--- config.mk ---
export PLATFORM = sky130hd
export DESIGN_NAME = lcd_bus_ctrl
export DESIGN_NICKNAME = d
export VERILOG_FILES = /design/src/rtl/lcd_bus_pkg.sv /design/src/rtl/lcd_phase_timer.sv /design/src/rtl/lcd_bus_ctrl.sv
export SDC_FILE = /design/constraint.sdc
export NUM_CORES = 1
export LEC_CHECK = 0
export CAP_MARGIN = 40
export CORE_ASPECT_RATIO = 1.5
export CORE_UTILIZATION = 44
export CTS_BUF_LIST = sky130_fd_sc_hd__clkbuf_4 sky130_fd_sc_hd__clkbuf_8
export CTS_CLUSTER_SIZE = 20
export DETAILED_ROUTE_END_ITERATION = 6
export GPL_TIMING_DRIVEN = 0
export PLACE_DENSITY = 0.78
export SLEW_MARGIN = 30
export SYNTH_ARGS = -nofsm -noshare
export SYNTH_HDL_FRONTEND = slang
export SYNTH_SLANG_ARGS = --single-unit
export TNS_END_PERCENT = 50
--- constraint.sdc ---
create_clock -name clk -period 2 [get_ports clk]
set_input_delay 0.5 -clock clk [delete_from_list [all_inputs] [get_ports clk]]
set_output_delay 0.5 -clock clk [all_outputs]
set_load 0.03 [all_outputs]
--- src/rtl/lcd_bus_pkg.sv ---
// Shared types for the LCD bus controller: command opcodes, FSM states and a sizing helper.
package lcd_bus_pkg;

    typedef enum logic [2:0] {
        OP_WR_REG  = 3'd0,
        OP_WR_DATA = 3'd1,
        OP_RD_DATA = 3'd2,
        OP_STREAM  = 3'd3,
        OP_HW_RST  = 3'd4
    } op_t;

    typedef enum logic [2:0] {
        IDLE,
        SETUP,
        STRB_LO,
        STRB_HI,
        S_WAIT,
        HWRST
    } state_t;

    function automatic int max_of(input int a, input int b);
        return (a > b) ? a : b;
    endfunction

endpackage

--- src/rtl/lcd_phase_timer.sv ---
// Loadable down-counter timing one bus phase; last is high on the final cycle of the phase.
module lcd_phase_timer #(
    parameter int W = 4
) (
    input  logic         clk,
    input  logic         rst_n,
    input  logic         load,
    input  logic [W-1:0] load_val,
    output logic         last
);

    logic [W-1:0] cnt;

    always_ff @(posedge clk or negedge rst_n) begin
        if (!rst_n) begin
            cnt <= '0;
        end else if (load) begin
            cnt <= load_val;
        end else if (cnt != '0) begin
            cnt <= cnt - W'(1);
        end
    end

    assign last = (cnt == '0);

endmodule

--- src/rtl/lcd_bus_ctrl.sv ---
// 8080-style parallel LCD bus master: register/data writes, single reads, streamed
// pixel bursts under one chip-select, and a timed panel hardware reset.
module lcd_bus_ctrl #(
    parameter int DW    = 16,
    parameter int CNT_W = 19,
    parameter int T_SU  = 1,
    parameter int T_LO  = 2,
    parameter int T_HI  = 2,
    parameter int T_RST = 1000
) (
    input  logic             clk,
    input  logic             rst_n,
    input  logic             cmd_valid,
    output logic             cmd_ready,
    input  logic [2:0]       cmd_op,
    input  logic [DW-1:0]    cmd_data,
    input  logic [CNT_W-1:0] cmd_cnt,
    input  logic             s_valid,
    output logic             s_ready,
    input  logic [DW-1:0]    s_data,
    output logic             rd_valid,
    output logic [DW-1:0]    rd_data,
    output logic             busy,
    output logic             done,
    output logic             lcd_cs_n,
    output logic             lcd_wr_n,
    output logic             lcd_rd_n,
    output logic             lcd_rs,
    output logic             lcd_rst_n,
    output logic [DW-1:0]    lcd_db_o,
    output logic             lcd_db_oe,
    input  logic [DW-1:0]    lcd_db_i
);

    import lcd_bus_pkg::*;

    localparam int T_MAX = max_of(max_of(T_SU, T_LO), max_of(T_HI, T_RST));
    localparam int TW    = $clog2(T_MAX + 1);

    state_t             state, state_nxt;
    op_t                op_q;
    logic [CNT_W-1:0]   rem;
    logic               rdy_en;
    logic               accept;
    logic               s_hs;
    logic               done_nxt;
    logic               tmr_load;
    logic [TW-1:0]      tmr_val;
    logic               tmr_last;

    lcd_phase_timer #(.W(TW)) u_timer (
        .clk      (clk),
        .rst_n    (rst_n),
        .load     (tmr_load),
        .load_val (tmr_val),
        .last     (tmr_last)
    );

    // rdy_en keeps cmd_ready low while reset is held and for the release cycle
    assign cmd_ready = rdy_en && (state == IDLE);
    assign accept    = cmd_valid && cmd_ready;
    assign s_ready   = (state == S_WAIT);
    assign s_hs      = s_valid && s_ready;
    assign busy      = (state != IDLE);

    always_ff @(posedge clk or negedge rst_n) begin
        if (!rst_n) begin
            state  <= IDLE;
            rdy_en <= 1'b0;
            done   <= 1'b0;
        end else begin
            state  <= state_nxt;
            rdy_en <= 1'b1;
            done   <= done_nxt;
        end
    end

    always_comb begin
        state_nxt = state;
        tmr_load  = 1'b0;
        tmr_val   = '0;
        done_nxt  = 1'b0;
        case (state)
            IDLE: begin
                if (accept) begin
                    case (cmd_op)
                        OP_WR_REG, OP_WR_DATA, OP_RD_DATA: begin
                            state_nxt = SETUP;
                            tmr_load  = 1'b1;
                            tmr_val   = TW'(T_SU - 1);
                        end
                        OP_STREAM: begin
                            if (cmd_cnt != '0) begin
                                state_nxt = SETUP;
                                tmr_load  = 1'b1;
                                tmr_val   = TW'(T_SU - 1);
                            end else begin
                                done_nxt = 1'b1;
                            end
                        end
                        OP_HW_RST: begin
                            state_nxt = HWRST;
                            tmr_load  = 1'b1;
                            tmr_val   = TW'(T_RST - 1);
                        end
                        default: done_nxt = 1'b1;
                    endcase
                end
            end
            SETUP: begin
                if (tmr_last) begin
                    if (op_q == OP_STREAM) begin
                        state_nxt = S_WAIT;
                    end else begin
                        state_nxt = STRB_LO;
                        tmr_load  = 1'b1;
                        tmr_val   = TW'(T_LO - 1);
                    end
                end
            end
            S_WAIT: begin
                if (s_hs) begin
                    state_nxt = STRB_LO;
                    tmr_load  = 1'b1;
                    tmr_val   = TW'(T_LO - 1);
                end
            end
            STRB_LO: begin
                if (tmr_last) begin
                    state_nxt = STRB_HI;
                    tmr_load  = 1'b1;
                    tmr_val   = TW'(T_HI - 1);
                end
            end
            STRB_HI: begin
                if (tmr_last) begin
                    if (op_q == OP_STREAM && rem != '0) begin
                        state_nxt = S_WAIT;
                    end else begin
                        state_nxt = IDLE;
                        done_nxt  = 1'b1;
                    end
                end
            end
            HWRST: begin
                if (tmr_last) begin
                    state_nxt = IDLE;
                    done_nxt  = 1'b1;
                end
            end
            default: state_nxt = IDLE;
        endcase
    end

    // rem counts words still to be handshaken, so it is already decremented in STRB_HI
    always_ff @(posedge clk or negedge rst_n) begin
        if (!rst_n) begin
            op_q     <= OP_WR_REG;
            lcd_rs   <= 1'b0;
            lcd_db_o <= '0;
            rem      <= '0;
        end else begin
            if (accept) begin
                op_q <= op_t'(cmd_op);
                case (cmd_op)
                    OP_WR_REG: begin
                        lcd_rs   <= 1'b0;
                        lcd_db_o <= cmd_data;
                    end
                    OP_WR_DATA: begin
                        lcd_rs   <= 1'b1;
                        lcd_db_o <= cmd_data;
                    end
                    OP_RD_DATA: lcd_rs <= 1'b1;
                    OP_STREAM: begin
                        lcd_rs <= 1'b1;
                        rem    <= cmd_cnt;
                    end
                    default: ;
                endcase
            end
            if (s_hs) begin
                lcd_db_o <= s_data;
                if (rem != '0) begin
                    rem <= rem - CNT_W'(1);
                end
            end
        end
    end

    always_ff @(posedge clk or negedge rst_n) begin
        if (!rst_n) begin
            rd_valid <= 1'b0;
            rd_data  <= '0;
        end else begin
            rd_valid <= 1'b0;
            if (state == STRB_LO && tmr_last && op_q == OP_RD_DATA) begin
                rd_valid <= 1'b1;
                rd_data  <= lcd_db_i;
            end
        end
    end

    always_comb begin
        lcd_cs_n  = !(state inside {SETUP, STRB_LO, STRB_HI, S_WAIT});
        lcd_wr_n  = !(state == STRB_LO && op_q != OP_RD_DATA);
        lcd_rd_n  = !(state == STRB_LO && op_q == OP_RD_DATA);
        lcd_rst_n = (state != HWRST);
        lcd_db_oe = !(state != IDLE && op_q == OP_RD_DATA);
    end

endmodule

==> Word level (Yosys, flattened, before mapping) <==
Cells that the tools add are included.
{ "word_totals": {"romBits": 0, "out_inout_bits": 43, "ram_bits": 0, "latchBits": 0, "regBits": 71, "in_bits": 74, "memories": 0, "elab_cells": 108} }
{ "classes": {"eq_ne": 21, "n_bitwise": 0, "addsub": 2, "n_div": 0, "reduce_logical": 32, "n_mux": 43, "n_lt_le_gt_ge": 0, "shifts": 0, "mul": 0} }
{ "op_table": {"columns": ["cell", "count"], "rows": [
  ["19-bit two-way mux", 4],
  ["16-bit two-way mux", 3],
  ["10-bit two-way mux", 4],
  ["10-bit case mux with 4 select lines", 1],
  ["19-bit nonzero test", 2],
  ["3-bit two-way mux", 9],
  ["19-bit by 1-bit subtractor with 19-bit output, second input constant", 1],
  ["3-bit by 2-bit == test with 1-bit output, second input constant", 6],
  ["3-bit case mux with 6 select lines", 1],
  ["1-bit two-way mux", 15],
  ["10-bit zero test", 1],
  ["2-bit inequality test, second input constant", 5],
  ["10-bit nonzero test", 1],
  ["10-bit by 1-bit subtractor with 10-bit output, second input constant", 1],
  ["3-bit == test, second input constant", 3],
  ["1-bit logical AND", 9],
  ["3-bit case mux with 3 select lines", 1],
  ["8-bit AND reduction", 1],
  ["2-bit nonzero test", 4],
  ["3-bit by 1-bit == test with 1-bit output, second input constant", 2],
  ["3-bit zero test", 2],
  ["3-bit inequality test, second input constant", 2],
  ["1-bit case mux with 2 select lines", 3],
  ["3-bit OR reduction", 2],
  ["other kinds (11)", 15]
]} }

==> Depth between registers and ports, before layout <==
Gate-level depths: netlist (run 1).
{ "depth": {"word_depth": 6, "ltp_mapped": 8} }

==> Modules after synthesis <==
Synthesis (run 1) repeated with hierarchy kept, for this count alone.
{ "hier_totals": {"cells_unflattened": 388, "hier_area_um2": 3764.9} }
{ "by_module_without_submodules": {"columns": ["module", "cells_each", "seq_area_each_um2", "instances", "area_per_inst_um2"], "rows": [
  ["lcd_bus_ctrl", 325, 1526.5, 1, 3158.0],
  ["lcd_phase_timer", 63, 250.2, 1, 606.8]
]} }

==> Least setup slack after synthesis (run 1) <==
No wires, ideal clock.
{ "synth_timing": {"path_type": "register to register", "startpoint": "reg state[0]", "endpoint": "reg rem[6]", "n_path_buf": 1, "synth_period_minus_slack_ps": 2670, "required_ps": 1877, "arrival_time_ps": 2548, "path_stages_with_launch": 7, "setup_ps": 123, "slack_ps": -670, "cell_sequence": "dfrtp_1 -> buf_2 -> nor3b_1 -> nand2_1 -> a21oi_2 -> mux2_2 -> o221a_2"} }
{ "synth_via": {"elab_cells_between_ends": 8, "cone_classes": "1 x eq/ne; 3 x mux; 4 x reduce/logical"} }
{ "synth_lines": {"columns": ["element", "line_no", "rtl"], "rows": [
  ["start, declared", "lcd_bus_ctrl.sv:40", "state_t state, state_nxt;"],
  ["start signal, assigned", "lcd_bus_ctrl.sv:72", "state <= state_nxt;"],
  ["3-bit == test", "lcd_bus_ctrl.sv:62", "assign s_ready = (state == S_WAIT);"],
  ["net s_ready", "lcd_bus_ctrl.sv:19", "output logic s_ready,"],
  ["1-bit logical AND", "lcd_bus_ctrl.sv:63", "assign s_hs = s_valid && s_ready;"],
  ["19-bit two-way mux", "lcd_bus_ctrl.sv:182", "if (s_hs) begin"],
  ["end signal, assigned", "lcd_bus_ctrl.sv:177", "rem <= cmd_cnt;"],
  ["end signal, assigned", "lcd_bus_ctrl.sv:185", "rem <= rem - CNT_W'(1);"],
  ["end, declared", "lcd_bus_ctrl.sv:42", "logic [CNT_W-1:0] rem;"]
]} }
The timed path passes the listed nets, and every way through them passes these cells.
A chain may end at the register's enable or synchronous reset.

==> Worst setup path in the final report (run 1) <==
{ "layout_timing": {"startpoint": "in cmd_cnt[0]", "endpoint": "reg u_timer.cnt[1]"} }
{ "layout_via": {"elab_chain_cells": 6, "elab_cells_between_ends": 7, "cone_classes": "5 x mux; 2 x reduce/logical"} }
{ "layout_rtl": {"columns": ["element", "line_no", "rtl"], "rows": [
  ["start, declared", "lcd_bus_ctrl.sv:17", "input logic [CNT_W-1:0] cmd_cnt,"],
  ["19-bit nonzero test (*)", "lcd_bus_ctrl.sv:93", "if (cmd_cnt != '0) begin"],
  ["1-bit two-way mux (*)", "lcd_bus_ctrl.sv:93", null],
  ["1-bit case mux with 2 select lines (*)", "lcd_bus_ctrl.sv:86", "case (cmd_op)"],
  ["1-bit two-way mux (*)", "lcd_bus_ctrl.sv:85", "if (accept) begin"],
  ["1-bit case mux with 4 select lines (*)", "lcd_bus_ctrl.sv:83", "case (state)"],
  ["10-bit two-way mux / 2-bit nonzero test (equally long branches)", null, null],
  ["end signal, assigned", "lcd_phase_timer.sv:18", "cnt <= load_val;"],
  ["end signal, assigned", "lcd_phase_timer.sv:20", "cnt <= cnt - W'(1);"],
  ["end, declared", "lcd_phase_timer.sv:12", "logic [W-1:0] cnt;"]
]} }
Mark *: on every way between the ends. The rest lies on a longest branch, timed or not.

==> impl_metrics.json, run 1 <==
{
  "status": "finished, violations left",
  "failed_checks": "negative setup slack",
  "yosys.area.top_type_share": 0.466,
  "clk_pin_slew_worst_paths_ps": 80,
  "drtAntennaViolNets": 0,
  "synth.largest_area_cell": "dfrtp_1",
  "placed_area_um2": 5150,
  "nNetsFinal": 600,
  "antenna_cells": 0,
  "htree_levels": 3,
  "muxShareOfSynthArea": 0.109,
  "synth_warnings": 0,
  "antenna_found_initial": 0,
  "synth_xor_xnor_area_share": 0.0299,
  "seq_area_um2": 1780,
  "clockRootBuffer": "clkbuf_8",
  "clock_path_buffers": 2,
  "synth-seq-cells": 71,
  "grt.total_usage": 0.239,
  "wire_per_inst_um": 17.4,
  "syn_to_final_growth_pct": 51.3,
  "max_slew_margin": 0.575,
  "top_layer_used": "met4",
  "ios": 117,
  "r2r_setup_slack_ps": 20,
  "syn_inst": 377,
  "die_w_um": 78.0,
  "synth_edf_count": 0,
  "synth_compound_area_frac": 0.142,
  "cp.required_ps": 2280,
  "setup_viol": 3,
  "yosys.area_share.simple": 0.204,
  "r2r-end": "rem[6]$_DFF_PN0_",
  "cts_hold_buf": 0,
  "critPathKind": "primary input to flop",
  "synth_ff_type": "dfrtp_1",
  "ys_top_cells_by_area": "dfrtp_1 (47%), mux2_2 (5.9%), mux2i_1 (5.0%)",
  "dieArea_um2": 9040,
  "vias": 3597,
  "clkLatencyLatePin_ps": 350,
  "leakagePower_nw": 2.38,
  "rsz0062_at_grt": "yes",
  "crit_path_max_fanout": 5,
  "drt_iter0_markers": 274,
  "fin_crit_ps": 2030,
  "end_kind": "flop",
  "r2r_start": "rem[0]$_DFF_PN0_",
  "io_buffers": 115,
  "hold_viol_final": 0,
  "row_count": 41,
  "drive_above_1_share": 0.275,
  "synth_fa_ha_area_frac": 0.00985,
  "grt_max_degree": 53,
  "via_per_inst": 5.66,
  "setup-tns-final_ps": -34.2,
  "fin_area_um2": 5770,
  "ys_seq_area_frac": 0.466,
  "p_per_area_nw_per_um2": 1170,
  "maxSlewViolCount": 0,
  "numCtsBuffers": 9,
  "routed_wl_um": 11100,
  "worstPathArrival_ps": 2310,
  "avgSynthCellArea_um2": 10.1,
  "fill_cells": 620,
  "grt_pass1_wl_um": 16400,
  "max_cap_violations": 0,
  "synthesis.nets": 454,
  "async_flop_share": 1.00,
  "overflow": 0,
  "die_h_um": 116,
  "place_congestion": 0.824,
  "wl_met2_um": 6190,
  "drt_first_pass_iters": 4,
  "syn_area_um2": 3810,
  "synth_top_family_by_area": "simple AND/OR/NAND/NOR gates",
  "cts_tree": "built",
  "fin_ws_ps": -29.4,
  "startpoint_type": "primary input",
  "reg2reg_depth": 7,
  "worst_pin_slew_ps": 635,
  "grt_pass1_vias": 3446,
  "clock.fmax_mhz": 493,
  "ir_drop_v": 0.000806,
  "wl_met3_um": 487,
  "start_util": 0.453,
  "coreArea_um2": 8410,
  "wl_met1_um": 4020,
  "hold_path_class": "primary input to asynchronous set/reset pin",
  "clock_skew_ps": 7.80,
  "yosysUniqueCellTypes": 58,
  "period_share": 1.01,
  "drc": 0,
  "multiInputGateArea_um2": 2150,
  "dp_hpwl_um": 7710,
  "clock-sinks": 71
}
-- report_power, final --
group / internal (W) / leakage (nW) / total, W / switching, W
clock network: 0.000625 / 0.101 / 0.00118 / 0.000552
logic: 0.00144 / 1.38 / 0.00302 / 0.00158
registers: 0.00194 / 0.896 / 0.00254 / 0.000596
total: 0.00401 / 2.38 / 0.00674 / 0.00273
-- state kept, by name, indices dropped and copies added, names as in the netlist --
signal	flops
lcd_db_o	16
done	1
rdy_en	1
rd_valid	1
state	3
op_q	3
rem	19
lcd_rs	1
u_timer.cnt	10
rd_data	16
-- through the flow --
stage	total power, W	hold slack (ps)	setup WS [ps]	instances	utilization
after floorplan	0.00410	204	-82.3	377	-
final	0.00674	30.6	-29.4	635	0.685
after global placement	0.00498	464	-1940	599	0.609
after global routing	0.00709	35.9	-73.9	635	0.685
after CTS	0.00655	21.4	-35.7	623	0.665
after detailed placement	0.00511	408	-651	600	0.612
-- worst max path at each step --
stage	slack (ps)	startpoint	end	cells after the start
global route	-70	state[1]$_DFFE_PN0P_	rem[17]$_DFF_PN0_	7
detailed placement	-650	cmd_cnt[1]	state[2]$_DFFE_PN0P_	7
CTS	-40	cmd_cnt[4]	u_timer.cnt[1]$_DFFE_PN0P_	7
global placement	-1940	rst_n	rd_data[9]$_DFFE_PN0P_	1
finish	-30	cmd_cnt[0]	u_timer.cnt[1]$_DFFE_PN0P_	7
floorplan	-80	cmd_cnt[1]	u_timer.cnt[1]$_DFFE_PN0P_	6
-- cells by family after synthesis --
| logic type | count (synthesis) |
|---|---|
| simple gates | 138 |
| other cells | 1 |
| buf+inv | 31 |
| fa+ha+maj | 3 |
| flops | 71 |
| xor+xnor | 13 |
| mux | 39 |
| compound gates | 81 |
-- metal layers --
layer	vias up	GRT usage
met3	31	0.0441
met2	132	0.440
met1	1759	0.257
met5	-	0
li1	1675	-
met4	0	0.128
-- Yosys cell counts (2+ instances only) --
cell type and n:
nor3b_1 5, mux2i_1 19, a21oi_2 2, inv_1 10, o21ai_0 24, nor4b_1 3, and2_1 8, nand2_1 41
and3_1 3, o21a_1 4, dfrtp_1 71, o221a_2 8, or4b_2 2, nand2b_1 4, a21oi_1 13, mux2_2 20
ha_1 3, and4_1 2, o21ai_2 2, nand4b_1 2, nor3_1 12, a311oi_1 2, xor2_1 6, nand4_1 2
o22ai_1 4, xnor2_1 7, nor4_1 9, nor3_2 3, or4_1 5, clkbuf_1 11, nand3b_1 2, buf_4 5
buf_2 4, nand3_1 10, a211oi_1 3, a31oi_1 9, nor2_1 16
-- worst max-delay path, stage by stage --
cell             delay (ps)
clkdlybuf4s50_1         450
nor4_1                  360
nand4_1                 280
o21ai_4                 290
buf_6                   160
a31oi_1                 100
a31oi_1                 160
-- what timing repair did --
| action | 4_1_cts | 5_1_grt |
|---|---|---|
| endpoints found under the setup margin | 73 | 63 |
| setup buffers | 9 | 13 |
| gates cloned | 2 | 0 |
| pin swaps | 13 | 13 |
| gates resized for setup | 114 | 26 |
-- placed cells by master (no fill, tap or decap), drive strengths merged, types with 6 or more instances in the layout --
cell	instances
nand2	41
clkbuf	16
nor3	15
inv	11
xor2	6
mux2i	19
nor4	11
buf	48
a21oi	15
nand3	10
xnor2	7
mux2	20
a31oi	9
o21ai	27
nor2	17
and2	9
o221a	8
clkdlybuf4s50	100
dfrtp	71
-- layout make-up --
| cell class | instances | area share |
|---|---|---|
| inverter | 10 | 0.00651 |
| tap | 107 | 0.0232 |
| clock inverter | 4 | 0.00955 |
| multi-input combinational | 276 | 0.372 |
| buffer | 16 | 0.0239 |
| sequential | 71 | 0.309 |
| timing repair buffer | 139 | 0.230 |
| clock buffer | 12 | 0.0254 |
Note: power is estimated with default switching activity, not from simulation.
==> run 2: changes to the inputs <==
ABC_CLOCK_PERIOD_IN_PS = 2000   (was not set)
GPL_TIMING_DRIVEN = not set   (was 0)
SLEW_MARGIN = 0   (was 30)
==> run 2 against run 1 <==
Effect of this change:
- the flow now finishes without violations
- setup slack better by 36 ps
- maximum frequency rose by 1.8%
- register-to-register slack is essentially flat
- critical path depth fell by 1
- global-route usage rose by 2.5 points
- die area stayed put
- sequential cell count unchanged
- largest cell class unchanged
- highest routed layer unchanged
==> impl_metrics.json, run 2 (same netlist as run 1, synthesis figures left out) <==
{
  "grt_max_degree": 33,
  "routed_wl_um": 11700,
  "power.share.switching": 0.409,
  "row_count": 41,
  "ir_drop_v": 0.000663,
  "switching_power_w": 0.00282,
  "htree_levels": 3,
  "wl_met3_um": 529,
  "drt_iter0_markers": 279,
  "internal_power_w": 0.00407,
  "rsz0062_at_grt": "yes",
  "antenna_cells": 0,
  "seq_area_um2": 1780,
  "p_per_area_nw_per_um2": 1130,
  "clock-sinks": 71,
  "ios": 117,
  "place_congestion": 0.872,
  "grt.total_usage": 0.263,
  "largest_reg_flops": 19,
  "leakagePower_nw": 2.61,
  "wl_met2_um": 6400,
  "startpoint_type": "flop",
  "grt_pass1_vias": 3791,
  "fin_area_um2": 6120,
  "multiInputGateArea_um2": 2150,
  "clock.fmax_mhz": 502,
  "vias": 3763,
  "nNetsFinal": 646,
  "grt_pass1_wl_um": 18100,
  "drt_first_pass_iters": 4,
  "numCtsBuffers": 9,
  "drtAntennaViolNets": 0,
  "clockRootBuffer": "clkbuf_8",
  "dp_hpwl_um": 8290,
  "clkLatencyLatePin_ps": 350,
  "setup-tns-final_ps": 0,
  "setup_viol": 0,
  "cp.required_ps": 2250,
  "die_w_um": 78.0,
  "wl_met1_um": 4340,
  "clock_path_buffers": 2,
  "clock_skew_ps": 10.5,
  "wire_per_inst_um": 17.3,
  "end_kind": "flop",
  "seq_power_share": 0.362,
  "overflow": 0,
  "fill_cells": 607,
  "start_util": 0.453,
  "max_cap_violations": 0,
  "cts_tree": "built",
  "period_share": 0.997,
  "final_core_util": 0.727,
  "top_layer_used": "met4",
  "antenna_found_initial": 0,
  "clk_pin_slew_worst_paths_ps": 80,
  "layout_commonest_cell": "clkdlybuf4s50_1",
  "drc": 0,
  "maxSlewViolCount": 0,
  "mostFrequentLayoutCells": "clkdlybuf4s50_1 (99), buf_4 (81), dfrtp_1 (68)",
  "via_per_inst": 5.53,
  "io_buffers": 116,
  "hold_path_class": "primary input to asynchronous set/reset pin",
  "die_h_um": 116,
  "status": "finished clean",
  "placed_area_um2": 5590,
  "largestRegisters": "rem x19, lcd_db_o x16, rd_data x16",
  "power_frac_clock": 0.151,
  "syn_to_final_growth_pct": 60.6,
  "top_register": "rem",
  "crit_path_max_fanout": 4,
  "critPathKind": "flop to flop",
  "fin_crit_ps": 1990,
  "coreArea_um2": 8410,
  "power_frac_comb": 0.487,
  "hold_viol_final": 0,
  "dieArea_um2": 9040,
  "drive_above_1_share": 0.340,
  "worstPathArrival_ps": 2240
}
run 2: per-stage QoR:
stage          std cells  power, W  hold slack (ps)  setup slack (ps)
4_1_cts              673   0.00658             53.3             -16.0
3_5_place_dp         650   0.00535              437              -704
5_1_grt              681   0.00729             67.9             -36.2
3_3_place_gp         650   0.00525              428              -663
2_1_floorplan        377   0.00410              204             -82.3
6_report             681   0.00689             62.5              6.76
run 2: worst max-delay path, cell delays in order, from the launching register on:
cell and delay [ps]:
dfrtp_1 390, buf_4 140, or4_4 580, nor3_4 230, and4_1 240, a211oi_1 80, a311oi_1 230
run 2: repair_timing:
item | 4_1_cts | 5_1_grt
buffers inserted | 5 | 8
resized for setup | 44 | 39
pin swaps | 12 | 16
hold buffers | 0 | 0
endpoints found under the setup margin | 36 | 49
cloned | 2 | 0
endpoints found under the hold margin | 0 | 0
run 2: final cells by class:
class / instances / area share
timing repair buffer: 201 / 0.301
sequential: 71 / 0.291
clock buffer: 10 / 0.0215
tap: 107 / 0.0219
multi-input combinational: 276 / 0.351
inverter: 10 / 0.00613
clock inverter: 6 / 0.00736
run 2: final timing paths:
| kind | startpoint | end | slack [ps] | depth (start not counted) |
|---|---|---|---|---|
| min in group clk | cmd_cnt[18] | rem[18]$_DFF_PN0_ | 440 | 3 |
| worst max register to register | rem[0]$_DFF_PN0_ | rem[17]$_DFF_PN0_ | 7 | 6 |
| max in group asynchronous | rst_n | u_timer.cnt[2]$_DFFE_PN0P_ | 1330 | 2 |
| worst min-delay path | rst_n | rem[14]$_DFF_PN0_ | 60 | 1 |
| worst min register to register | lcd_db_o[5]$_DFFE_PN0P_ | lcd_db_o[5]$_DFFE_PN0P_ | 480 | 2 |
| worst max-delay path | rem[0]$_DFF_PN0_ | rem[17]$_DFF_PN0_ | 7 | 6 |
run 2: layer usage:
| layer | track usage | up-vias |
|---|---|---|
| li1 | - | 1773 |
| met1 | 0.287 | 1798 |
| met2 | 0.485 | 153 |
| met3 | 0.0386 | 39 |
| met4 | 0.153 | 0 |
| met5 | 0 | - |
run 2: power by group through the flow:
stage	registers, W	clock network (W)	logic [W]
CTS	0.00245	0.00106	0.00307
detailed placement	0.00243	0	0.00292
floorplan	0.00264	0	0.00146
finish	0.00249	0.00104	0.00335
global route	0.00256	0.00112	0.00361
global placement	0.00240	0	0.00285
